**config.mk**
```make
export PLATFORM = sky130hd
export DESIGN_NAME = led_pwm_scheduler_flat
export DESIGN_NICKNAME = d
export VERILOG_FILES = /design/src/rtl/led_pwm_scheduler_if.sv /design/src/rtl/led_pwm_scheduler.sv /design/src/flat_wrapper.sv
export SDC_FILE = /design/constraint.sdc
export NUM_CORES = 1
export LEC_CHECK = 0
export ABC_AREA = 0
export ABC_CLOCK_PERIOD_IN_PS = 4400
export CAP_MARGIN = 20
export CORE_ASPECT_RATIO = 1.25
export CORE_MARGIN = 2
export CORE_UTILIZATION = 60
export DETAILED_ROUTE_END_ITERATION = 8
export PLACE_DENSITY = 0.76
export SLEW_MARGIN = 25
export SYNTH_ARGS = -nofsm -noshare
export SYNTH_HDL_FRONTEND = slang
export SYNTH_SLANG_ARGS = --single-unit
```
**constraint.sdc**
```tcl
create_clock -name clk_i -period 4.4 [get_ports clk_i]
set_input_delay 0.88 -clock clk_i [delete_from_list [all_inputs] [get_ports clk_i]]
set_output_delay 0.88 -clock clk_i [all_outputs]
set_load 0.05 [all_outputs]
```
**src/rtl/led_pwm_scheduler_if.sv**
```systemverilog
// Command port of the four-channel LED PWM scheduler: one mode/level update per handshake.
interface led_pwm_scheduler_if;
    logic        cmd_valid_i;
    logic        cmd_ready_o;
    logic [1:0]  cmd_ch_i;
    logic [1:0]  cmd_mode_i;
    logic [10:0] cmd_level_i;

    modport master (
        output cmd_valid_i, cmd_ch_i, cmd_mode_i, cmd_level_i,
        input  cmd_ready_o
    );

    modport slave (
        input  cmd_valid_i, cmd_ch_i, cmd_mode_i, cmd_level_i,
        output cmd_ready_o
    );
endinterface

```
**src/rtl/led_pwm_scheduler.sv**
```systemverilog
// Four LED channels sharing one 1 us tick and one PWM period counter; each channel runs
// OFF/STATIC/BREATH/BLINK, and mode commands only take effect on a period boundary.
module led_pwm_scheduler #(
    parameter int unsigned CLK_frequency   = 100_000_000,
    parameter int unsigned BRIGHT_division = 1000
) (
    input  logic                      clk_i,
    input  logic                      rst_n,
    led_pwm_scheduler_if.slave        cmd,
    output logic [3:0]                led_o,
    output logic                      pwm_sync_o
);
    localparam int unsigned CLK_DIV  = CLK_frequency / 1_000_000;
    localparam int unsigned DIV_W    = (CLK_DIV > 1) ? $clog2(CLK_DIV) : 1;
    localparam logic [DIV_W-1:0] DIV_LAST = DIV_W'(CLK_DIV - 1);
    localparam logic [10:0] BD       = 11'(BRIGHT_division);
    localparam logic [10:0] PWM_LAST = 11'(BRIGHT_division - 1);

    typedef enum logic [1:0] {
        MODE_OFF    = 2'd0,
        MODE_STATIC = 2'd1,
        MODE_BREATH = 2'd2,
        MODE_BLINK  = 2'd3
    } mode_e;

    typedef enum logic {
        HS_IDLE,
        HS_PEND
    } hs_e;

    function automatic logic [10:0] clamp_bd(input logic [10:0] l);
        return (l > BD) ? BD : l;
    endfunction

    logic [DIV_W-1:0] cnt_1u;
    logic [10:0]      cnt_pwm;
    logic             tick;
    logic             bnd;

    assign tick       = (cnt_1u == DIV_LAST);
    assign bnd        = tick & (cnt_pwm == PWM_LAST);
    assign pwm_sync_o = bnd;

    always_ff @(posedge clk_i or negedge rst_n) begin
        if (!rst_n) begin
            cnt_1u  <= '0;
            cnt_pwm <= '0;
        end else begin
            cnt_1u <= tick ? '0 : cnt_1u + DIV_W'(1);
            if (bnd)
                cnt_pwm <= '0;
            else if (tick)
                cnt_pwm <= cnt_pwm + 11'd1;
        end
    end

    // Command handshake: a single pending slot, released by the boundary that applies it.
    hs_e         hs_q, hs_d;
    logic [1:0]  pend_ch;
    mode_e       pend_mode;
    logic [10:0] pend_level;
    logic        accept;
    logic        apply;

    assign accept = cmd.cmd_valid_i & (hs_q == HS_IDLE);
    assign apply  = (hs_q == HS_PEND) & bnd;

    always_ff @(posedge clk_i or negedge rst_n) begin
        if (!rst_n)
            hs_q <= HS_IDLE;
        else
            hs_q <= hs_d;
    end

    always_comb begin
        hs_d            = hs_q;
        cmd.cmd_ready_o = 1'b0;
        case (hs_q)
            HS_IDLE: begin
                cmd.cmd_ready_o = 1'b1;
                if (cmd.cmd_valid_i)
                    hs_d = HS_PEND;
            end
            HS_PEND: begin
                if (bnd)
                    hs_d = HS_IDLE;
            end
            default: hs_d = HS_IDLE;
        endcase
    end

    always_ff @(posedge clk_i or negedge rst_n) begin
        if (!rst_n) begin
            pend_ch    <= '0;
            pend_mode  <= MODE_OFF;
            pend_level <= '0;
        end else if (accept) begin
            pend_ch    <= cmd.cmd_ch_i;
            pend_mode  <= mode_e'(cmd.cmd_mode_i);
            pend_level <= cmd.cmd_level_i;
        end
    end

    // Per-channel state
    mode_e       mode_q  [4];
    mode_e       mode_d  [4];
    logic [10:0] level_q [4];
    logic [10:0] level_d [4];
    logic [10:0] duty_q  [4];
    logic [10:0] duty_d  [4];
    logic [10:0] bcnt_q  [4];
    logic [10:0] bcnt_d  [4];
    logic [3:0]  down_q, down_d;
    logic [3:0]  bon_q, bon_d;

    always_comb begin
        mode_d  = mode_q;
        level_d = level_q;
        duty_d  = duty_q;
        bcnt_d  = bcnt_q;
        down_d  = down_q;
        bon_d   = bon_q;
        for (int unsigned i = 0; i < 4; i++) begin
            if (apply && (pend_ch == 2'(i))) begin
                mode_d[i]  = pend_mode;
                level_d[i] = pend_level;
                duty_d[i]  = (pend_mode == MODE_STATIC) ? clamp_bd(pend_level) : '0;
                bcnt_d[i]  = '0;
                down_d[i]  = 1'b0;
                bon_d[i]   = 1'b1;
            end else if (bnd) begin
                case (mode_q[i])
                    MODE_OFF:    duty_d[i] = '0;
                    MODE_STATIC: duty_d[i] = clamp_bd(level_q[i]);
                    MODE_BREATH: begin
                        if (clamp_bd(level_q[i]) == '0) begin
                            duty_d[i] = '0;
                        end else if (!down_q[i]) begin
                            if (duty_q[i] >= clamp_bd(level_q[i]))
                                down_d[i] = 1'b1;
                            else
                                duty_d[i] = duty_q[i] + 11'd1;
                        end else begin
                            if (duty_q[i] == '0)
                                down_d[i] = 1'b0;
                            else
                                duty_d[i] = duty_q[i] - 11'd1;
                        end
                    end
                    MODE_BLINK: begin
                        // Duty follows the phase in force at this boundary, so each phase
                        // lasts exactly `level` periods after the apply period.
                        if (level_q[i] == '0) begin
                            duty_d[i] = '0;
                            bcnt_d[i] = '0;
                            bon_d[i]  = 1'b1;
                        end else begin
                            duty_d[i] = bon_q[i] ? BD : '0;
                            if (bcnt_q[i] == level_q[i] - 11'd1) begin
                                bcnt_d[i] = '0;
                                bon_d[i]  = ~bon_q[i];
                            end else begin
                                bcnt_d[i] = bcnt_q[i] + 11'd1;
                            end
                        end
                    end
                    default: duty_d[i] = '0;
                endcase
            end
        end
    end

    always_ff @(posedge clk_i or negedge rst_n) begin
        if (!rst_n) begin
            for (int unsigned i = 0; i < 4; i++) begin
                mode_q[i]  <= MODE_OFF;
                level_q[i] <= '0;
                duty_q[i]  <= '0;
                bcnt_q[i]  <= '0;
            end
            down_q <= '0;
            bon_q  <= '1;
            led_o  <= '0;
        end else begin
            for (int unsigned i = 0; i < 4; i++) begin
                mode_q[i]  <= mode_d[i];
                level_q[i] <= level_d[i];
                duty_q[i]  <= duty_d[i];
                bcnt_q[i]  <= bcnt_d[i];
                led_o[i]   <= (cnt_pwm < duty_q[i]);
            end
            down_q <= down_d;
            bon_q  <= bon_d;
        end
    end
endmodule

```
**src/flat_wrapper.sv**
```systemverilog
// flat-port wrapper written by rule: the top's interface ports become plain ports
module led_pwm_scheduler_flat 
#(
    parameter int unsigned CLK_frequency   = 100_000_000,
    parameter int unsigned BRIGHT_division = 1000
)
  (clk_i, rst_n, led_o, pwm_sync_o, cmd_cmd_valid_i, cmd_cmd_ch_i, cmd_cmd_mode_i, cmd_cmd_level_i, cmd_cmd_ready_o);
  led_pwm_scheduler_if cmd_i ();
  input  logic clk_i;
  input  logic rst_n;
  output logic [3:0] led_o;
  output logic pwm_sync_o;
  input wire logic [$bits(cmd_i.cmd_valid_i)-1:0] cmd_cmd_valid_i;
  input wire logic [$bits(cmd_i.cmd_ch_i)-1:0] cmd_cmd_ch_i;
  input wire logic [$bits(cmd_i.cmd_mode_i)-1:0] cmd_cmd_mode_i;
  input wire logic [$bits(cmd_i.cmd_level_i)-1:0] cmd_cmd_level_i;
  output wire logic [$bits(cmd_i.cmd_ready_o)-1:0] cmd_cmd_ready_o;
  assign cmd_i.cmd_valid_i = cmd_cmd_valid_i;
  assign cmd_i.cmd_ch_i = cmd_cmd_ch_i;
  assign cmd_i.cmd_mode_i = cmd_cmd_mode_i;
  assign cmd_i.cmd_level_i = cmd_cmd_level_i;
  assign cmd_cmd_ready_o = cmd_i.cmd_ready_o;
  led_pwm_scheduler #(.CLK_frequency(CLK_frequency), .BRIGHT_division(BRIGHT_division)) u_core (.clk_i(clk_i), .rst_n(rst_n), .cmd(cmd_i), .led_o(led_o), .pwm_sync_o(pwm_sync_o));
endmodule
```
==> impl_metrics.tcl <==
set metrics [dict create \
    routabilityCongestion 0.973 \
    die_area_mm2 0.0259 \
    diodes 0 \
    hpwl_um 31200 \
    synth_cells 1818 \
    cts_resized 0 \
    synth-xor-area-share_pct 5.15 \
    cts_sinks 186 \
    wl_per_cell_um 19.4 \
    muxShareOfSynthArea_pct 2.90 \
    leakagePower_nw 7.25 \
    path_max_fanout 22 \
    status "finished, final reports clean" \
    grt_pass1_vias 13000 \
    final.period_utilization_pct 78.4 \
    finalClockSkew_ps 12.6 \
    pre_cts_ws_ps 987 \
    synth_compound_area_share_pct 19.6 \
    synth_area_mm2 0.0148 \
    yosys_warnings 0 \
    cts_setup_buffers 0 \
    viasPerCell 6.36 \
    grt_max_degree 92 \
    fp.dieH_um 180 \
    synth_fa_ha_area_share_pct 11.5 \
    cap_violations 0 \
    cpLargestDelayFamily "compound AO/OA/AOI/OAI gates" \
    synth_top_family_by_area "simple AND/OR/NAND/NOR gates" \
    hold_viol 0 \
    finalWirelength_um 41700 \
    p_total_mw 4.08 \
    setup_slack_ps 950 \
    htreeDepth 4 \
    die_x_um 144 \
    tns_ps 0 \
    hold_buffers 0 \
    num_rows 64 \
    setup_viol 0 \
    antenna_found_initial 0 \
    ys_async_sr_fraction_pct 100 \
    nNetsFinal 1957 \
    cts.reportedPaths.clkPinSlew_ps 70 \
    root_buffer "clkbuf_16" \
    start_util_pct 60.8 \
    num_vias 13700 \
    avgSynthCellArea_um2 8.14 \
    synthFlopType "dfrtp_1" \
    io_buffer_count 23 \
    hp-class "in -> async" \
    grt.total_usage_pct 32.8 \
    power_density_mw_per_mm2 255 \
    path_cells "inv_1 > ha_1 > nand2b_1 > a21o_1 > a21oi_1 > nand2_1 > ha_1 > nand2_1 > o21ai_0 > a221oi_1 > o31a_1 > o21ai_1 > buf_4 > nor3_1 > a211o_1" \
    cts_buffers 17 \
    path_buf_inv 2 \
    coreArea_mm2 0.0243 \
    tightest_slew_ps 1080 \
    fin_util_pct 65.8 \
    whs_ps 490 \
    gr-total-overflow 0 \
    ys_seq_area_share_pct 31.5 \
    drc 0 \
    first_pass_iters 5 \
    ys_ff_latch 186 \
    ys_types 80 \
    max_stage_delay_ps 470 \
    ant_nets 0 \
    io_pins 24 \
    clk_latency_ps 440 \
    finalMaxSlewViolations 0 \
    cts_tree "done" \
    grt_pass1_wl_um 67600 \
    clock.fmax_mhz 290 \
    end_kind "register" \
    ir_worst_vdd_mv 0.380 \
    syn_to_final_growth_pct 8.31 \
    cpMaxStageDelayCell "dfrtp_1" \
    crit_path_start_kind "register" \
    crit_type "reg -> reg" \
    drive_gt1_share_pct 6.27 \
    rsz0062_at_grt "false" \
    max_slew_margin_pct 26.9 \
    cp.required_ps 4720 \
    fin_crit_ps 3450 \
    synthSimpleGateAreaFrac_pct 25.2 \
    first_iter_violations 1065 \
    clockBufferDepth 2 \
    cp.arrival_ps 3770 \
    synth_edf_count 0 \
]
## sequential cells by signal, indices dropped and copies added (netlist names)
| signal | flops |
|---|---|
| u_core.bcnt_q | 44 |
| u_core.duty_q | 44 |
| u_core.level_q | 44 |
| u_core.cnt_pwm | 11 |
| u_core.pend_level | 11 |
| u_core.mode_q | 8 |
| u_core.cnt_1u | 7 |
| u_core.bon_q | 4 |
| u_core.down_q | 4 |
| u_core.led_o | 4 |
| u_core.pend_ch | 2 |
| u_core.pend_mode | 2 |
| u_core.hs_q | 1 |
## cell families (layout without fill, tap and decap cells)
| logic type | after synthesis | in the layout |
|---|---|---|
| flops | 186 | 186 |
| fa+ha+maj | 134 | 134 |
| compound gates | 436 | 436 |
| mux | 40 | 40 |
| xor+xnor | 87 | 87 |
| buf+inv | 159 | 156 |
| other cells | 1 | 4 |
| simple gates | 775 | 775 |
## layout by cell type, fill, tap and decap left out, drive strengths merged, types with 17 or more instances in the layout
master	n
a21oi	82
nor3	51
mux2i	17
clkbuf	20
nor2	147
dfrtp	182
mux2	23
xnor2	52
o31ai	22
nand3	69
nor2b	18
clkdlybuf4s50	21
nand2b	32
inv	85
xor2	35
nand2	301
nor4	26
buf	21
o21ai	118
and3	29
nand4	18
ha	130
a21o	37
a211oi	23
## where the power goes
group / total (mW) / internal, mW / leakage (nW) / switching (mW)
combinational: 0.326 / 0.109 / 4.49 / 0.217
sequential: 1.98 / 1.76 / 2.44 / 0.218
clock: 1.78 / 1.09 / 0.329 / 0.690
total: 4.08 / 2.96 / 7.25 / 1.12
## per-stage QoR
step | cell area (um2) | instances
floorplan | 14800 | 1821
global placement | 15300 | 2116
detailed placement | 15300 | 2116
CTS | 16000 | 2148
global route | 16000 | 2148
finish | 16000 | 2148
## final timing paths
path                                    start                  to  slack, ps  depth (start not counted)
max                        u_core.level_q[22]   u_core.duty_q[30]        950                         15
min                                     rst_n   u_core.bcnt_q[40]        490                          1
max reg2reg                u_core.level_q[22]   u_core.duty_q[30]        950                         15
min reg2reg                  u_core.cnt_1u[0]    u_core.cnt_1u[0]        490                          1
max in group asynchronous               rst_n  u_core.level_q[34]       2920                          2
min in group clk_i           u_core.cnt_1u[0]    u_core.cnt_1u[0]        490                          1
## synth_stat cells (all sizes together) (6+ instances only)
cell type,instances,area (um2)
a211o,7,61.3
a211oi,23,173
a21boi,7,52.6
a21o,37,278
a21oi,82,410
a221o,11,110
a221oi,6,70.1
a22oi,15,113
a31oi,10,62.6
a32oi,7,61.3
and2,15,93.8
and3,29,181
buf,7,41.3
clkbuf,71,267
dfrtp,182,4550
ha,130,1630
inv,81,304
mux2,23,259
mux2i,17,170
nand2,301,1130
nand2b,32,200
nand3,69,345
nand3b,12,90.1
nand4,18,113
nor2,147,552
nor2b,18,113
nor3,51,260
nor4,26,175
o211ai,9,72.6
o21a,12,90.1
o21ai,118,591
o221ai,8,70.1
o22ai,12,75.1
o311ai,6,52.6
o31ai,22,165
or2,12,75.1
or3,9,56.3
or4,10,75.1
xnor2,52,455
xor2,35,307
## cell type report
type / instances / area [um2]
tap: 330 / 413
timing repair buffer: 43 / 407
sequential: 186 / 4660
inverter: 81 / 304
multi-input combinational: 1476 / 9560
fill: 2120 / 8320
clock buffer: 19 / 443
clock inverter: 13 / 236
## layer usage
| layer | wire length (um) | part of all wire (%) | up-vias | global-route usage, % |
|---|---|---|---|---|
| met4 | 1920 | 4.6 | 0 | 14.3 |
| met5 | 0 | 0 | - | 0 |
| li1 | - | - | 6514 | - |
| met3 | 2650 | 6.3 | 129 | 5.38 |
| met2 | 19900 | 48 | 535 | 53.5 |
| met1 | 17300 | 41 | 6489 | 43.0 |
Power figures use the tool's default switching activity.
